[config.mk]
export PLATFORM = sky130hd
export DESIGN_NAME = m_store_buffer_flat
export DESIGN_NICKNAME = d
export VERILOG_FILES = /design/src/rtl/m_store_buffer_if.sv /design/src/rtl/m_store_buffer.sv /design/src/flat_wrapper.sv
export SDC_FILE = /design/constraint.sdc
export NUM_CORES = 1
export LEC_CHECK = 0
export ABC_AREA = 1
export BUFFER_PORTS_ARGS = -buffer_cell sky130_fd_sc_hd__buf_2
export CAP_MARGIN = 10
export CORE_ASPECT_RATIO = 1.5
export CORE_MARGIN = 3
export CORE_UTILIZATION = 55
export DETAILED_ROUTE_END_ITERATION = 12
export PLACE_DENSITY_LB_ADDON = 0.05
export SETUP_SLACK_MARGIN = 0.3
export SLEW_MARGIN = 20
export SYNTH_ARGS = -nofsm -noshare
export SYNTH_HDL_FRONTEND = slang
export SYNTH_SLANG_ARGS = --single-unit
export TNS_END_PERCENT = 50
[constraint.sdc]
create_clock -name clk -period 4.2 [get_ports clk]
set_clock_uncertainty 0.05 [all_clocks]
set_input_delay 0.21 -clock clk [delete_from_list [all_inputs] [get_ports clk]]
set_output_delay 0.21 -clock clk [all_outputs]
set_load 0.01 [all_outputs]
[src/rtl/m_store_buffer_if.sv]
// Bus bundle for the M-stage store buffer: store requests, load probe and the
// shared data-memory port. The master is the pipeline/DM side, the slave is the buffer.
interface m_store_buffer_if #(
    parameter int DEPTH = 4
);
    localparam int CW = $clog2(DEPTH + 1);

    logic          st_valid;
    logic [1:0]    st_type;
    logic [31:0]   st_addr;
    logic [31:0]   st_data;
    logic [31:0]   st_pc;
    logic          st_ready;

    logic          ld_valid;
    logic [31:0]   ld_addr;
    logic          ld_hazard;

    logic [31:0]   dm_rdata;
    logic          dm_we;
    logic [31:0]   dm_addr;
    logic [31:0]   dm_wdata;
    logic [31:0]   dm_pc;

    logic          empty;
    logic [CW-1:0] count;

    modport master (
        output st_valid, st_type, st_addr, st_data, st_pc,
        output ld_valid, ld_addr,
        output dm_rdata,
        input  st_ready, ld_hazard,
        input  dm_we, dm_addr, dm_wdata, dm_pc,
        input  empty, count
    );

    modport slave (
        input  st_valid, st_type, st_addr, st_data, st_pc,
        input  ld_valid, ld_addr,
        input  dm_rdata,
        output st_ready, ld_hazard,
        output dm_we, dm_addr, dm_wdata, dm_pc,
        output empty, count
    );
endinterface

[src/rtl/m_store_buffer.sv]
// Posted store queue in front of the data memory: queues sw/sh/sb, drains one
// entry per cycle with a byte-lane read-modify-write, and flags loads that hit it.
module m_store_buffer #(
    parameter int DEPTH = 4
) (
    input logic           clk,
    input logic           reset,
    m_store_buffer_if.slave bus
);
    localparam int PW = $clog2(DEPTH);
    localparam int CW = $clog2(DEPTH + 1);
    localparam logic [CW-1:0] FULL_CNT = CW'(DEPTH);

    logic [PW-1:0]    head_q, head_d;
    logic [PW-1:0]    tail_q, tail_d;
    logic [CW-1:0]    count_q, count_d;
    logic [DEPTH-1:0] valid_q, valid_d;
    logic [11:0]      idx_q  [DEPTH];
    logic [11:0]      idx_d  [DEPTH];
    logic [3:0]       be_q   [DEPTH];
    logic [3:0]       be_d   [DEPTH];
    logic [31:0]      data_q [DEPTH];
    logic [31:0]      data_d [DEPTH];
    logic [31:0]      pc_q   [DEPTH];
    logic [31:0]      pc_d   [DEPTH];

    logic        full;
    logic        is_empty;
    logic        hit;
    logic        drain;
    logic        accept;
    logic [3:0]  st_be;
    logic [31:0] st_wdata;
    logic [31:0] merged;

    logic unused_st_addr;
    assign unused_st_addr = ^bus.st_addr[31:14];

    assign full     = (count_q == FULL_CNT);
    assign is_empty = (count_q == '0);
    assign accept   = bus.st_valid && !full;

    // Lane mask and replicated data; type 3 falls through to a full word store.
    always_comb begin
        st_be    = 4'b1111;
        st_wdata = bus.st_data;
        case (bus.st_type)
            2'd1: begin
                st_be    = bus.st_addr[1] ? 4'b1100 : 4'b0011;
                st_wdata = {2{bus.st_data[15:0]}};
            end
            2'd2: begin
                st_be    = 4'b0001 << bus.st_addr[1:0];
                st_wdata = {4{bus.st_data[7:0]}};
            end
            default: begin
                st_be    = 4'b1111;
                st_wdata = bus.st_data;
            end
        endcase
    end

    always_comb begin
        hit = 1'b0;
        for (int i = 0; i < DEPTH; i++) begin
            if (valid_q[i] && (idx_q[i] == bus.ld_addr[13:2])) begin
                hit = 1'b1;
            end
        end
        hit = hit && bus.ld_valid;
    end

    assign drain = !is_empty && (!bus.ld_valid || hit || full);

    always_comb begin
        merged = '0;
        for (int b = 0; b < 4; b++) begin
            merged[8*b +: 8] = be_q[head_q][b] ? data_q[head_q][8*b +: 8]
                                               : bus.dm_rdata[8*b +: 8];
        end
    end

    assign bus.dm_we     = drain;
    assign bus.dm_addr   = drain ? {18'b0, idx_q[head_q], 2'b00} : bus.ld_addr;
    assign bus.dm_wdata  = drain ? merged : 32'b0;
    assign bus.dm_pc     = drain ? pc_q[head_q] : 32'b0;
    assign bus.ld_hazard = bus.ld_valid && (hit || full);
    assign bus.st_ready  = !full;
    assign bus.empty     = is_empty;
    assign bus.count     = count_q;

    // A drain and an accept never target the same slot: drain needs a non-empty
    // queue and accept a non-full one, so head==tail cannot hold for both.
    always_comb begin
        head_d  = head_q;
        tail_d  = tail_q;
        count_d = count_q;
        valid_d = valid_q;
        idx_d   = idx_q;
        be_d    = be_q;
        data_d  = data_q;
        pc_d    = pc_q;

        if (drain) begin
            valid_d[head_q] = 1'b0;
            head_d          = head_q + 1'b1;
        end

        if (accept) begin
            valid_d[tail_q] = 1'b1;
            idx_d[tail_q]   = bus.st_addr[13:2];
            be_d[tail_q]    = st_be;
            data_d[tail_q]  = st_wdata;
            pc_d[tail_q]    = bus.st_pc;
            tail_d          = tail_q + 1'b1;
        end

        case ({accept, drain})
            2'b10:   count_d = count_q + 1'b1;
            2'b01:   count_d = count_q - 1'b1;
            default: count_d = count_q;
        endcase
    end

    always_ff @(posedge clk or negedge reset) begin
        if (!reset) begin
            head_q  <= '0;
            tail_q  <= '0;
            count_q <= '0;
            valid_q <= '0;
            for (int i = 0; i < DEPTH; i++) begin
                idx_q[i]  <= '0;
                be_q[i]   <= '0;
                data_q[i] <= '0;
                pc_q[i]   <= '0;
            end
        end else begin
            head_q  <= head_d;
            tail_q  <= tail_d;
            count_q <= count_d;
            valid_q <= valid_d;
            idx_q   <= idx_d;
            be_q    <= be_d;
            data_q  <= data_d;
            pc_q    <= pc_d;
        end
    end
endmodule
[src/flat_wrapper.sv]
// flat-port wrapper written by rule: the top's interface ports become plain ports
module m_store_buffer_flat 
#(
    parameter int DEPTH = 4
)
  (clk, reset, bus_st_valid, bus_st_type, bus_st_addr, bus_st_data, bus_st_pc, bus_ld_valid, bus_ld_addr, bus_dm_rdata, bus_st_ready, bus_ld_hazard, bus_dm_we, bus_dm_addr, bus_dm_wdata, bus_dm_pc, bus_empty, bus_count);
  m_store_buffer_if #(.DEPTH(DEPTH)) bus_i ();
  input logic clk;
  input logic reset;
  input wire logic [$bits(bus_i.st_valid)-1:0] bus_st_valid;
  input wire logic [$bits(bus_i.st_type)-1:0] bus_st_type;
  input wire logic [$bits(bus_i.st_addr)-1:0] bus_st_addr;
  input wire logic [$bits(bus_i.st_data)-1:0] bus_st_data;
  input wire logic [$bits(bus_i.st_pc)-1:0] bus_st_pc;
  input wire logic [$bits(bus_i.ld_valid)-1:0] bus_ld_valid;
  input wire logic [$bits(bus_i.ld_addr)-1:0] bus_ld_addr;
  input wire logic [$bits(bus_i.dm_rdata)-1:0] bus_dm_rdata;
  output wire logic [$bits(bus_i.st_ready)-1:0] bus_st_ready;
  output wire logic [$bits(bus_i.ld_hazard)-1:0] bus_ld_hazard;
  output wire logic [$bits(bus_i.dm_we)-1:0] bus_dm_we;
  output wire logic [$bits(bus_i.dm_addr)-1:0] bus_dm_addr;
  output wire logic [$bits(bus_i.dm_wdata)-1:0] bus_dm_wdata;
  output wire logic [$bits(bus_i.dm_pc)-1:0] bus_dm_pc;
  output wire logic [$bits(bus_i.empty)-1:0] bus_empty;
  output wire logic [$bits(bus_i.count)-1:0] bus_count;
  assign bus_i.st_valid = bus_st_valid;
  assign bus_i.st_type = bus_st_type;
  assign bus_i.st_addr = bus_st_addr;
  assign bus_i.st_data = bus_st_data;
  assign bus_i.st_pc = bus_st_pc;
  assign bus_i.ld_valid = bus_ld_valid;
  assign bus_i.ld_addr = bus_ld_addr;
  assign bus_i.dm_rdata = bus_dm_rdata;
  assign bus_st_ready = bus_i.st_ready;
  assign bus_ld_hazard = bus_i.ld_hazard;
  assign bus_dm_we = bus_i.dm_we;
  assign bus_dm_addr = bus_i.dm_addr;
  assign bus_dm_wdata = bus_i.dm_wdata;
  assign bus_dm_pc = bus_i.dm_pc;
  assign bus_empty = bus_i.empty;
  assign bus_count = bus_i.count;
  m_store_buffer #(.DEPTH(DEPTH)) u_core (.clk(clk), .reset(reset), .bus(bus_i));
endmodule
==> impl_metrics.ini <==
[clocking]
htreeDepth = 2
cts-buffers-inserted = 34
cts_tree = done
max-clock-path-buffers = 3
cts.sinks = 331
insertion_delay_ns = 0.52
root_buffer = clkbuf_16
clkTransAtPathRegs_ns = 0.06
cts_resized = 0

[power_and_ir_drop]
comb_power_share_pct = 45.3
pwr-share-clk_pct = 19.7
p_seq_share_pct = 35.0
ir_drop_v = 0.000486
p_per_area_mw_per_mm2 = 791
p_leak_nw = 10.3
power.internal_w = 0.00892
swShare_pct = 42.8
switchingPower_w = 0.00668

[worst_setup_path]
reg2reg_to = u_core.pc_q[100]
r2r_start = u_core.bus.count[0]
cp.required_ns = 3.94
critPathLaunchType = register
rr_worst_depth = 10
critPathKind = register to output port
worstPathArrival_ns = 3.11
r2r_slack_ns = 1.30
endpoint_kind = output port
path_max_fanout = 63

[detailed_routing]
drtIter0Drc = 1177
drt_first_pass_iters = 5
drt_wl_total_um = 46000
routedWlPerCell_um = 15.8
vias = 15568
post_drt_via_cell_ratio = 5.34
route.detailed.drc = 0
ant_nets = 0

[job]
maxCapViolCount = 0

[grt]
first_global_vias = 14879
grt_max_degree = 226
track_usage_pct = 28.1
grt.overflow.total = 0
grt_pass1_wl_um = 74600
antenna_found_initial = 1

[yosys]
synthDistinctLibCells = 28
synth.cell_area_mm2 = 0.0168
ys_ff_latch = 331
postSynthAreaPerCell_um2 = 7.34
seq_area_frac_synth_pct = 49.4
ys_warn_count = 0
synth_cells = 2283
synthesis.nets = 2461

[sta]
rsz0062_at_grt = false
relSlewSlack_pct = 27.2
clock.fmax_mhz = 297
hold_viol = 0
slew_viol_final = 0
setup_tns_ns = 0
tightest_slew_ns = 1.09
finalSetupViolations = 0
min_period_over_period_pct = 80.2
period_needed_ns = 3.37

[worst_hold_path]
worstHoldEndpoint = u_core.data_q[70]
holdPathStages = 3
hp-start = bus_st_data[6]
hp-class = primary input to register

[floorplanning]
core_mm2 = 0.0298
start_util_pct = 56.3
pin_count = 269
die-area_mm2 = 0.0326
die_height_um = 220
rows = 77
fp.dieW_um = 149

[final_layout]
multiInputGateArea_mm2 = 0.00708
nets = 2675
stdcell_area_mm2 = 0.0197
fillers = 2583
regArea_mm2 = 0.00829
area_growth_pct = 17.7
drive_gt1_share_pct = 13.9

[outcome]
status = completed

[place]
dpl_cell_area_mm2 = 0.0181
io_buffers = 250
dp_hpwl_um = 27300
globalplace.congestion = 0.857
-- synthesized netlist by cell type, drive strengths merged --
| cell | count | area [um^2] |
|---|---|---|
| clkinv | 1 | 3.75 |
| clkbuf | 70 | 263 |
| inv | 205 | 769 |
| a32oi | 8 | 70.1 |
| nand3 | 12 | 60.1 |
| nand4 | 3 | 18.8 |
| o31ai | 8 | 60.1 |
| buf | 70 | 377 |
| a32o | 8 | 80.1 |
| nor2 | 245 | 922 |
| xnor2 | 3 | 26.3 |
| xor2 | 2 | 17.5 |
| a21oi | 120 | 601 |
| nand2 | 732 | 2770 |
| fa | 1 | 20.0 |
| ha | 11 | 138 |
| o22ai | 1 | 6.26 |
| mux2 | 1 | 11.3 |
| dfrtp | 331 | 8280 |
| o21ai | 451 | 2260 |
-- sequential cells by signal (all words and copies together), names as in the netlist --
| signal | count |
|---|---|
| u_core.be_q | 16 |
| u_core.valid_q | 4 |
| u_core.idx_q | 48 |
| u_core.tail_q | 2 |
| u_core.bus.count | 3 |
| u_core.head_q | 2 |
| u_core.pc_q | 128 |
| u_core.data_q | 128 |
-- power groups by stage --
stage / sequential [W] / combinational (W) / clock, W
after global routing: 0.00562 / 0.00812 / 0.00326
after floorplan: 0.00527 / 0.00501 / 0
after detailed placement: 0.00547 / 0.00703 / 0
after CTS: 0.00543 / 0.00712 / 0.00313
after global placement: 0.00541 / 0.00687 / 0
final: 0.00545 / 0.00707 / 0.00307
-- kinds of logic (layout without fill, tap and decap cells) --
family,Yosys count,after routing,synth area share [%]
fa+ha+maj,12,12,0.941
buf+inv,346,584,8.43
other cells,0,1,0
simple gates,992,992,22.5
compound gates,596,596,18.3
flops,331,331,49.4
mux,1,1,0.0672
xor+xnor,5,5,0.261
-- final cells by class --
class	count	area share [%]
sequential	331	42.0
multi-input combinational	1606	35.9
timing repair buffer	318	9.85
clock buffer	54	5.46
inverter	206	3.92
tap	395	2.51
clock inverter	6	0.324
antenna	1	0.0127
-- cell usage in the layout (no fill, tap or decap), types with 8 or more instances in the layout --
master	count
inv_1	190
inv_2	16
o31ai_1	8
o21ai_0	437
a21oi_1	120
nor2_1	244
buf_4	16
nand3_1	12
nand2_1	725
buf_2	249
o21ai_1	14
dlygate4sd3_1	48
dfrtp_1	329
clkbuf_8	13
a32o_1	8
a32oi_1	8
ha_1	11
clkbuf_16	35
-- how the worst max path moves through the flow --
stage / start / endpoint / slack [ns]
2_1_floorplan: u_core.bus.count[0] / u_core.bus.count[2] / 1.72
3_3_place_gp: bus_ld_addr[12] / u_core.bus.count[1] / 1.38
3_5_place_dp: u_core.bus.count[0] / u_core.pc_q[112] / 1.29
4_1_cts: u_core.head_q[0] / bus_dm_wdata[6] / 0.83
5_1_grt: u_core.head_q[0] / bus_dm_wdata[0] / 0.62
6_report: u_core.head_q[0] / bus_dm_wdata[0] / 0.83
-- per-layer routing --
layer	vias up	share of wire [%]	track usage, %
met1	7358	42	36.6
met2	476	49	48.9
met3	75	5.6	3.29
met5	-	0	0
met4	0	2.6	9.34
li1	7659	-	-
-- repair_timing --
item	4_1_cts	5_1_grt
buffers inserted	0	0
hold buffers	48	0
endpoints found under the hold margin	276	0
-- through the flow --
step | worst slack [ns] | utilization (%) | hold WS, ns | total power (W) | std cells
after floorplan | 1.72 | - | -0.136 | 0.0103 | 2283
after global placement | 1.38 | 60.8 | 0.248 | 0.0123 | 2808
after detailed placement | 1.29 | 60.8 | 0.263 | 0.0125 | 2808
after CTS | 0.827 | 66.2 | 0.00749 | 0.0157 | 2916
after global routing | 0.616 | 66.3 | 0.0500 | 0.0170 | 2917
final | 0.834 | 66.3 | 0.0388 | 0.0156 | 2917
-- critical path: stages (launching register included) --
cell,delay [ns]
dfrtp_4,0.49
inv_2,0.50
buf_4,0.69
nand2_1,0.10
a32o_1,0.26
nand2_1,0.11
o21ai_0,0.12
nor2_1,0.13
buf_2,0.15
Power figures use the tool's default switching activity.
